--- config.mk ---
export PLATFORM = sky130hd
export DESIGN_NAME = wb_arbiter
export DESIGN_NICKNAME = d
export VERILOG_FILES = /design/src/rtl/wb_arbiter.sv
export SDC_FILE = /design/constraint.sdc
export NUM_CORES = 1
export LEC_CHECK = 0
export CORE_AREA = 2 2 251 129
export CTS_BUF_LIST = sky130_fd_sc_hd__clkbuf_16
export DETAILED_ROUTE_END_ITERATION = 10
export DIE_AREA = 0 0 253 131
export SYNTH_ARGS = -nofsm -noshare
export SYNTH_HDL_FRONTEND = slang
export SYNTH_SLANG_ARGS = --single-unit
--- constraint.sdc ---
create_clock -name clk -period 8.53 [get_ports clk]
set_clock_uncertainty 0.1 [all_clocks]
set_input_delay 1.706 -clock clk [delete_from_list [all_inputs] [get_ports clk]]
set_output_delay 1.706 -clock clk [all_outputs]
set_load 0.03 [all_outputs]
--- src/rtl/wb_arbiter.sv ---
// wb_arbiter
// ----------
// Round-robin writeback arbiter for N_REQ functional units sharing one
// register-file write port. It also tracks how many issued instructions are
// still in flight, and it can flush them. A flush keeps accepting results
// until every in-flight instruction has retired, but it suppresses their
// register-file writes.
//
// Handshakes (valid/ready): a transfer happens only in a cycle where both
// sides are high. issue_valid without issue_ready is ignored. A result is
// retired in the cycle where req_valid[i] && req_grant[i]. The arbiter
// never waits on the requester after it grants.
//
// Ports
//   clk, reset_n          clock (rising edge), async active-low reset
//   issue_valid/ready     one instruction issued per accepted cycle
//   flush                 single-cycle pulse, discards in-flight results
//   req_valid/addr/data   per-unit pending result (packed, unit 0 at LSBs)
//   req_grant             one-hot grant (combinational)
//   wb_en/addr/data       registered register-file write (1-cycle latency)
//   disable_wb            high while flushing (or recovering from a bad state)
//   pipe_empty            nothing in flight and no write pending
module wb_arbiter #(
    parameter int N_REQ   = 4,
    parameter int DATA_W  = 32,
    parameter int ADDR_W  = 5,
    parameter int MAX_OUT = 7
) (
    input  logic                    clk,
    input  logic                    reset_n,
    input  logic                    issue_valid,
    output logic                    issue_ready,
    input  logic                    flush,
    input  logic [N_REQ-1:0]        req_valid,
    input  logic [N_REQ*ADDR_W-1:0] req_addr,
    input  logic [N_REQ*DATA_W-1:0] req_data,
    output logic [N_REQ-1:0]        req_grant,
    output logic                    wb_en,
    output logic [ADDR_W-1:0]       wb_addr,
    output logic [DATA_W-1:0]       wb_data,
    output logic                    disable_wb,
    output logic                    pipe_empty
);

    localparam int PW = (N_REQ > 1) ? $clog2(N_REQ) : 1;
    localparam int CW = $clog2(MAX_OUT + 1);

    // Two spare encodings exist. They fall through to the recovery branch.
    typedef enum logic [1:0] {
        S_RUN   = 2'b00,
        S_FLUSH = 2'b01
    } state_t;

    state_t          state, state_nxt;
    logic [CW-1:0]   outstanding, out_nxt;
    logic [PW-1:0]   rr_ptr, rr_nxt, grant_idx, idx;
    logic [PW:0]     sum;
    logic            any_grant, issue_acc, wb_allow;
    logic [ADDR_W-1:0] sel_addr;
    logic [DATA_W-1:0] sel_data;

    // Round-robin search: start at rr_ptr, walk upward, wrap at N_REQ-1.
    always_comb begin
        req_grant = '0;
        any_grant = 1'b0;
        grant_idx = '0;
        sel_addr  = '0;
        sel_data  = '0;
        sum       = '0;
        idx       = '0;
        for (int k = 0; k < N_REQ; k++) begin
            sum = {1'b0, rr_ptr} + (PW+1)'(k);
            if (sum >= (PW+1)'(N_REQ)) sum = sum - (PW+1)'(N_REQ);
            idx = sum[PW-1:0];
            if (!any_grant && req_valid[idx]) begin
                any_grant      = 1'b1;
                req_grant[idx] = 1'b1;
                grant_idx      = idx;
                sel_addr       = req_addr[idx*ADDR_W +: ADDR_W];
                sel_data       = req_data[idx*DATA_W +: DATA_W];
            end
        end
    end

    assign rr_nxt = (grant_idx == PW'(N_REQ - 1)) ? '0 : grant_idx + PW'(1);

    // Issue is only accepted in S_RUN with capacity left.
    assign issue_ready = (state == S_RUN) && (outstanding < CW'(MAX_OUT));
    assign issue_acc   = issue_valid && issue_ready;

    // A grant with nothing outstanding is a protocol error. The count
    // saturates at zero instead of wrapping.
    always_comb begin
        out_nxt = outstanding;
        if (issue_acc && !any_grant)
            out_nxt = outstanding + CW'(1);
        else if (!issue_acc && any_grant && outstanding != '0)
            out_nxt = outstanding - CW'(1);
    end

    always_comb begin
        state_nxt  = state;
        disable_wb = 1'b0;
        wb_allow   = 1'b0;
        case (state)
            S_RUN: begin
                // A grant in the same cycle as flush is treated as flushed.
                wb_allow = !flush;
                if (flush && !(outstanding == '0 && !issue_acc))
                    state_nxt = S_FLUSH;
            end
            S_FLUSH: begin
                disable_wb = 1'b1;
                if (out_nxt == '0)
                    state_nxt = S_RUN;
            end
            default: begin
                disable_wb = 1'b1;
                state_nxt  = S_RUN;
            end
        endcase
    end

    always_ff @(posedge clk or negedge reset_n) begin
        if (!reset_n) state <= S_RUN;
        else          state <= state_nxt;
    end

    always_ff @(posedge clk or negedge reset_n) begin
        if (!reset_n) begin
            outstanding <= '0;
            rr_ptr      <= '0;
            wb_en       <= 1'b0;
            wb_addr     <= '0;
            wb_data     <= '0;
        end else begin
            outstanding <= out_nxt;
            if (any_grant) rr_ptr <= rr_nxt;
            wb_en <= any_grant && wb_allow;
            // Address/data hold their last written value when no write occurs.
            if (any_grant && wb_allow) begin
                wb_addr <= sel_addr;
                wb_data <= sel_data;
            end
        end
    end

    assign pipe_empty = (outstanding == '0) && !wb_en;

endmodule

[After elaboration in Yosys (flattened, before gate mapping)]
Cells that the tools add are included.
Cells by class
  add/subtract/negate cells: 10
  $mul: 4
  magnitude comparators: 13
  equal/unequal tests: 4
  shift-type cells: 8
  multiplexer cells: 48
  bitwise logic cells: 3
  reduce and logical (&&, ||, !) cells: 29
Operators with widths (number)
  indexed part select 128 x 8 -> 32 bit: 4
  two-way mux 32 bit: 4
  indexed part select 20 x 6 -> 5 bit: 4
  two-way mux 2 bit: 11
  multiplier 2 x 3 -> 5 bit (second input constant): 4
  two-way mux 5 bit: 4
  logical AND 1 bit: 16
  two-way mux 4 bit: 4
  two-way mux 1 bit: 14
  < comparator 2 x 3 -> 1 bit (second input constant): 4
  OR 4 bit: 3
  >= comparator 3 bit (second input constant): 3
  binary-select mux 1 bit (select 2 bit): 4
  demux 1 bit (select 2 bit): 4
  >= comparator 2 x 1 -> 1 bit (second input constant): 4
  logical NOT 1 bit: 8
  subtractor 2 x 1 -> 2 bit (second input constant): 4
  adder 2 x 2 -> 3 bit (second input constant): 2
  logical NOT 3 bit: 2
  two-way mux 3 bit: 2
  one-hot mux 2 bit (2 select lines): 1
  adder 2 x 1 -> 3 bit (second input constant): 1
  adder 3 x 1 -> 3 bit (second input constant): 1
  >= comparator 2 x 3 -> 1 bit (second input constant): 1
  10 further kinds: 10
Word-level totals
  register bits: 45
  bits of input ports: 156
  output and inout port bits: 45
  logic and storage cells: 125

[Longest topological paths before layout]
Gate-level depths: netlist of the first run.
  depth in word-level cells: 21
  depth in mapped cells: 14
  gate-level depth less buffers: 8

[Least setup slack after synthesis of the first run]
Ideal clock, no wire load.
  path kind: input to output
  start point: in req_valid[0]
  end point: out req_grant[0]
  arrival time: 3277 ps
  data required time: 6724 ps
  setup slack: 3447 ps
  cell stages on the path: 8
  buffers on the path: 3
  cell sequence: buf_2 mux4_2 nor2b_4 buf_6 buf_6 a22oi_1 nor2_1 a221o_1
Between the ends
  word-level cells in the longest chain between the ends: 12
  elaborated cells between the ends (all ways): 24
  those cells by class: mux (15); bitwise (3); reduce/logical (6)
RTL lines
  start: declaration: line 34  | input logic [N_REQ-1:0] req_valid,
  binary-select mux 1 bit (select 2 bit): line 75  | if (!any_grant && req_valid[idx]) begin
  two-way mux 1 bit (not written as such): line 75
  two-way mux 1 bit: line 75
  logical NOT 1 bit: line 75
  logical AND 1 bit: line 75
  two-way mux 1 bit: line 75
  logical NOT 1 bit: line 75
  logical AND 1 bit: line 75
  two-way mux 1 bit: line 75
  logical NOT 1 bit: line 75
  logical AND 1 bit: line 75
  two-way mux 4 bit (*): line 75
  end: declaration: line 37  | output logic [N_REQ-1:0] req_grant,
Mark *: on every way between the ends. The rest lies on a longest branch, timed or not. The select of a mux whose other input is x is not followed.

==> results of run 1 <==
-- routing by layer --
metal	global-route usage, %	vias to the layer above	part of all wire, %
met4	1.636	2	0.46
met1	21.02	3088	48
li1	-	2591	-
met5	0	-	0.056
met3	2.813	14	5.5
met2	21.49	196	46
-- cells by family after synthesis --
family	count (synthesis)	share of synthesized area [%]
DFF	44	15.61
buffers and inverters	76	5.873
muxes	156	49.15
AOI/OAI and AO/OA	140	20.19
xor gates and xnor gates	2	0.2484
adders and majority gates	11	1.952
and+or+nand+nor	104	6.973
-- flip-flops by register name (all words and copies together) (netlist names), named ones only --
signal and cells:
outstanding 3, rr_ptr 1, state 1, wb_addr 5
wb_data 32, wb_en 1
-- worst reg2reg max path, stage by stage (launching register included) --
cell and delay (ns):
dfrtp_4 1.01, inv_1 0.35, ha_4 0.72, buf_4 0.71, mux4_2 0.47, and2_2 0.59
buf_4 0.53, a221oi_2 0.16, o21ai_1 0.16
-- layout make-up --
type	instances	area (sq um)
flip-flops and latches	44	1109
clock buffers	5	125.1
multi-input cells	413	5558
repair buffers	210	2072
well taps	408	510.5
inverters	8	30.03
clock inverters	3	38.79
fillers	3130	21640
-- power by group --
group | switching (mW) | internal [mW] | total [mW]
registers | 0.155 | 0.300 | 0.456
logic | 1.55 | 1.53 | 3.08
clock network | 0.101 | 0.137 | 0.238
-- final timing paths --
path,from,end,depth (start not counted)
setup / recovery,register,req_grant[2],7
hold / removal,wb_data[12],wb_data[12],2
setup reg to reg,register,wb_data[13],8
hold reg to reg,wb_data[12],wb_data[12],2
max in group asynchronous,reset_n,asynchronous set/reset pin,2
min in group asynchronous,reset_n,wb_data[31],2
-- stage by stage --
step           hold slack [ns]  setup slack, ns  area, sq um  power [mW]
6_report                0.3863            1.609         9443       3.771
5_1_grt                 0.4232            1.072         9443       4.085
4_1_cts                 0.3957            1.392         9443       3.853
3_5_place_dp            0.3794            1.764         9279       3.598
3_3_place_gp            0.3718            1.865         9279       3.563
2_1_floorplan           0.4311            3.447         7052       2.923
-- cell usage after synthesis, types with 3 or more instances --
master    instances  area (sq um)
mux4_2          152          3423
dfrtp_1          44          1101
nand2_1          42         157.7
o21ai_1          38         190.2
a221oi_2         37         555.5
a22oi_2          35         437.9
buf_2            31         155.2
nor2_1           27         101.4
nor2_2           20         125.1
clkbuf_1         18         67.56
ha_1             11         137.6
buf_6             9         101.4
inv_1             8         30.03
a22oi_1           6         45.04
buf_4             6         45.04
a21oi_1           4         20.02
a221o_1           4         40.04
buf_1             4         15.01
nand3_1           4         20.02
nor2b_1           3         18.77
nor3_1            3         15.01
==> qor.yml, run 1 <==
finish:
  final_nets: 849
  post-route-util_pct: 30.38
  mostFrequentLayoutCells: "clkdlybuf4s50_1 (199), mux4_2 (151), nand2_1 (42), dfrtp_1 (42), o21ai_1 (38)"
  fin_cells: 1091
  final_common_cell: "clkdlybuf4s50_1"
  antenna_cells: 0
  drive_above_1_share_pct: 40.12
  syn_to_final_growth_pct: 33.91
pwr:
  p_leak_nw: 3.148
  p_per_area_nw_per_um2: 399.3
  peakVddDrop_mv: 0.1382
status:
  status: "completed"
routing:
  via_per_inst: 5.400
  drtIter0Drc: 500
  wl_per_cell_um: 21.29
  num_vias: 5891
  ant_nets: 0
  dr.pass1.iters: 5
  drc: 0
  drt-total-wl_um: 23230
clock_network:
  postCtsSetupBuffers: 0
  clockBufferDepth: 2
  cts_hold_buf: 0
  htreeDepth: 2
  root_buffer: "clkbuf_16"
  cts_tree: "yes"
  insertion_delay_ns: 0.31
  numCtsBuffers: 5
  clkSlewWorstSetupHoldPaths_ns: 0.07
  cts_num_sinks: 44
  postCtsResizedCells: 0
logic_synthesis:
  seq_area_frac_synth_pct: 15.61
  synthArstFlopShare_pct: 100.0
  yosysWarningCount: 0
  avgSynthCellArea_sq_um: 13.23
  synth_edf_count: 0
  yosys_most_used_dff: "dfrtp_1"
  syn_inst: 533
  yosysUniqueCellTypes: 42
  synthesis.nets: 700
  ys_ff_latch: 44
  syn_area_sq_um: 7052
place:
  place.gp.congestion: 0.7671
  portBuffers: 200
  placed_cells: 1083
  dp_hpwl_um: 16430
floorplanning:
  coreArea_sq_um: 31080
  die_y_um: 131
  dieArea_sq_um: 33140
  io_pins: 201
  die_w_um: 253
  start_util_pct: 22.69
  rows: 46
worst_setup_path:
  critical_path.slowest_cell: "dfrtp_4"
  reg2reg_slack_ns: 3.65
  crit_type: "register to output port"
  cp-end-kind: "output port"
  path_cells: "inv_1 -> ha_4 -> buf_4 -> mux4_2 -> and2_2 -> a221o_1 -> clkdlybuf4s50_1"
  worstPathRequired_ns: 6.72
  critPathBufInv: 3
  arrival_ns: 5.11
  startpoint_type: "register"
  path_max_fanout: 57
  slowest_delay_ns: 1.01
  critical_path.top_delay_family: "buffers and inverters"
flow_run:
  drv_cap: 0
timing:
  relSlewSlack_pct: 31.94
  setup_violations: 0
  fin_crit_sh_pct: 81.14
  rsz0062_at_grt: "no"
  max_freq_mhz: 144.5
  fin_crit_ns: 6.921
  finalSetupTns_ns: 0
  finalMaxSlewViolations: 0
  tightestPinTransition_ns: 1.021
  hold_viol: 0
global_routing:
  gr-total-overflow: 0
  grt_pass1_wl_um: 35450
  antenna_found_initial: 1
  grt_pass1_vias: 5813
  grt_max_degree: 76
  track_usage_pct: 14.05
hold_path:
  hp-class: "register to register"
(Power assumes the default switching activity.)
==> inputs of run 2 (changes only) <==
==> constraint.sdc (replaced) <==
create_clock -name clk -period 7.1 [get_ports clk]
set_clock_uncertainty 0.1 [all_clocks]
set_input_delay 1.42 -clock clk [delete_from_list [all_inputs] [get_ports clk]]
set_output_delay 1.42 -clock clk [all_outputs]
set_load 0.03 [all_outputs]
==> qor.yml, run 2 (synthesis results as in run 1) <==
finish:
  mostFrequentLayoutCells: "clkdlybuf4s50_1 (199), mux4_2 (151), nand2_1 (42), dfrtp_1 (42), o21ai_1 (38)"
  nFillCells: 3131  # +0.032%
  seq_area_sq_um: 1109  # unchanged
  multiInputGateArea_sq_um: 5558  # unchanged
  drive_above_1_share_pct: 40.38  # +0.26 points
  largest_register: "wb_data"
  reg.largest.list: "wb_data: 32 flops, wb_addr: 5 flops, outstanding: 3 flops"
  antenna_cells: 0  # unchanged
  syn_to_final_growth_pct: 34.23
  post-route-util_pct: 30.45  # +0.073 points
  final_common_cell: "clkdlybuf4s50_1"
  largest_reg_flops: 32  # unchanged
  final_nets: 852  # +0.35%
place:
  dp_hpwl_um: 16600  # +1.0%
  portBuffers: 200  # unchanged
  pre_cts_ws_ns: 1.162  # -0.6020 ns
  place.gp.congestion: 0.7639  # -0.42%
timing:
  relSlewSlack_pct: 37.27  # +5.3 points
  finalMaxSlewViolations: 0  # unchanged
  fin_crit_ns: 5.928
  finalSetupTns_ns: 0  # unchanged
  hold_viol: 0  # unchanged
  max_freq_mhz: 168.7
  fin_crit_sh_pct: 83.50
  rsz0062_at_grt: "no"
  tightestPinTransition_ns: 0.9409  # -0.08002 ns
  fin_ws_ns: 1.172  # -0.4374 ns
  setup_violations: 0  # unchanged
clock_network:
  cts_num_sinks: 44  # unchanged
  numCtsBuffers: 5  # unchanged
  htreeDepth: 2  # unchanged
  root_buffer: "clkbuf_16"
  postCtsSetupBuffers: 0  # unchanged
  cts_tree: "yes"
  clkSlewWorstSetupHoldPaths_ns: 0.07  # about the same
  cts_hold_buf: 0  # unchanged
  clockBufferDepth: 2  # unchanged
  postCtsResizedCells: 0  # unchanged
  insertion_delay_ns: 0.30  # about the same
floorplanning:
  rows: 46  # unchanged
  start_util_pct: 22.69  # unchanged
  die_y_um: 131  # unchanged
  coreArea_sq_um: 31080  # unchanged
  die_w_um: 253  # unchanged
  dieArea_sq_um: 33140  # unchanged
  io_pins: 201  # unchanged
status:
  status: "completed"
routing:
  drtIter0Drc: 349  # -30%
  route.met3.wl_um: 1240  # -2.4%
  drt-total-wl_um: 23320  # +0.40%
  wl_met1_um: 11410  # +1.3%
  dr.pass1.iters: 4  # -1
  wl_per_cell_um: 21.32  # +0.13%
  num_vias: 5806  # -1.4%
  top_layer_used: "met4"
  drc: 0  # unchanged
  wl_met2_um: 10580  # about the same
  via_per_inst: 5.307  # -1.7%
  ant_nets: 0  # unchanged
worst_setup_path:
  startpoint_type: "primary input"
  critPathBufInv: 2  # -1
  crit_type: "primary input to output port"
  crit_start: "req_valid[0]"
  path_max_fanout: 20  # -65%
  worstPathRequired_ns: 5.58  # -1.14 ns
  cpMostUsedCell: "clkdlybuf4s50_1"
  cp-end-kind: "output port"
  slowest_delay_ns: 0.70  # -0.31 ns
  critical_path.slowest_cell: "clkdlybuf4s50_1"
  path_cells: "clkdlybuf4s50_1 -> nor3_1 -> a32oi_1 -> o21ai_1 -> and2_2 -> a221o_1 -> clkdlybuf4s50_1"
  critical_path.top_delay_family: "buffers and inverters"
  arrival_ns: 4.41  # -0.70 ns
global_routing:
  gr-total-overflow: 0  # unchanged
  grt_max_degree: 76  # unchanged
  grt_pass1_wl_um: 35580  # +0.35%
  track_usage_pct: 14.14  # +0.095 points
  grt_pass1_vias: 5738  # -1.3%
  antenna_found_initial: 0  # -1
flow_run:
  drv_cap: 0  # unchanged
pwr:
  p_leak_nw: 3.163  # +0.46%
  p_per_area_nw_per_um2: 481.3  # +21%
  report.power.total_mw: 4.556  # +21%
  peakVddDrop_mv: 0.1872  # +35%
hold_path:
  hp-start: "wb_data[17]"
  hp-class: "register to register"
run 2: changes by cell type in the layout (fill, tap and decap cells not counted), sizes merged:
| cell | change |
|---|---|
| buf | +3 |
run 2: per-stage QoR:
step	std cells	hold WS [ns]	cell area, sq um
floorplan	533	0.4311	7052
global placement	1086	0.3713	9301
detailed placement	1086	0.3792	9301
CTS	1094	0.3964	9465
global route	1094	0.4231	9465
finish	1094	0.3859	9465
run 2: path summary, 6_finish.rpt:
kind                       cells past startpoint                    endpoint  slack (ns)
hold / removal                                 2                 wb_data[17]        0.39
setup reg to reg                               7                  wb_data[1]        2.86
hold reg to reg                                2                 wb_data[17]        0.39
max in group asynchronous                      2  asynchronous set/reset pin        5.18
setup / recovery                               7                req_grant[2]        1.17
min in group asynchronous                      2                 wb_data[31]        1.15
run 2: final cells by class:
type | count | share of cell area [%]
clock inverter | 3 | 0.4098
multi-input combinational | 413 | 58.72
timing repair buffer | 213 | 22.13
clock buffer | 5 | 1.322
tap | 408 | 5.393
sequential | 44 | 11.71
inverter | 8 | 0.3173
run 2: per-layer routing:
| metal | GRT usage, % | vias up |
|---|---|---|
| met5 | 0 | - |
| met4 | 1.566 | 0 |
| met3 | 2.932 | 9 |
| met1 | 20.97 | 3006 |
| met2 | 21.82 | 188 |
| li1 | - | 2603 |
run 2: tightest hold or removal path: cells and delay by family (launching register included):
family	cells	cell delay, ns
DFF	1	0.34
AOI/OAI and AO/OA	1	0.06
and+or+nand+nor	1	0.05
run 2: report_power, final:
group	switching [mW]	internal, mW	leakage, nW	total (mW)
Combinational	1.88	1.84	2.52	3.72
Clock	0.121	0.165	0.0850	0.286
Sequential	0.189	0.361	0.554	0.550
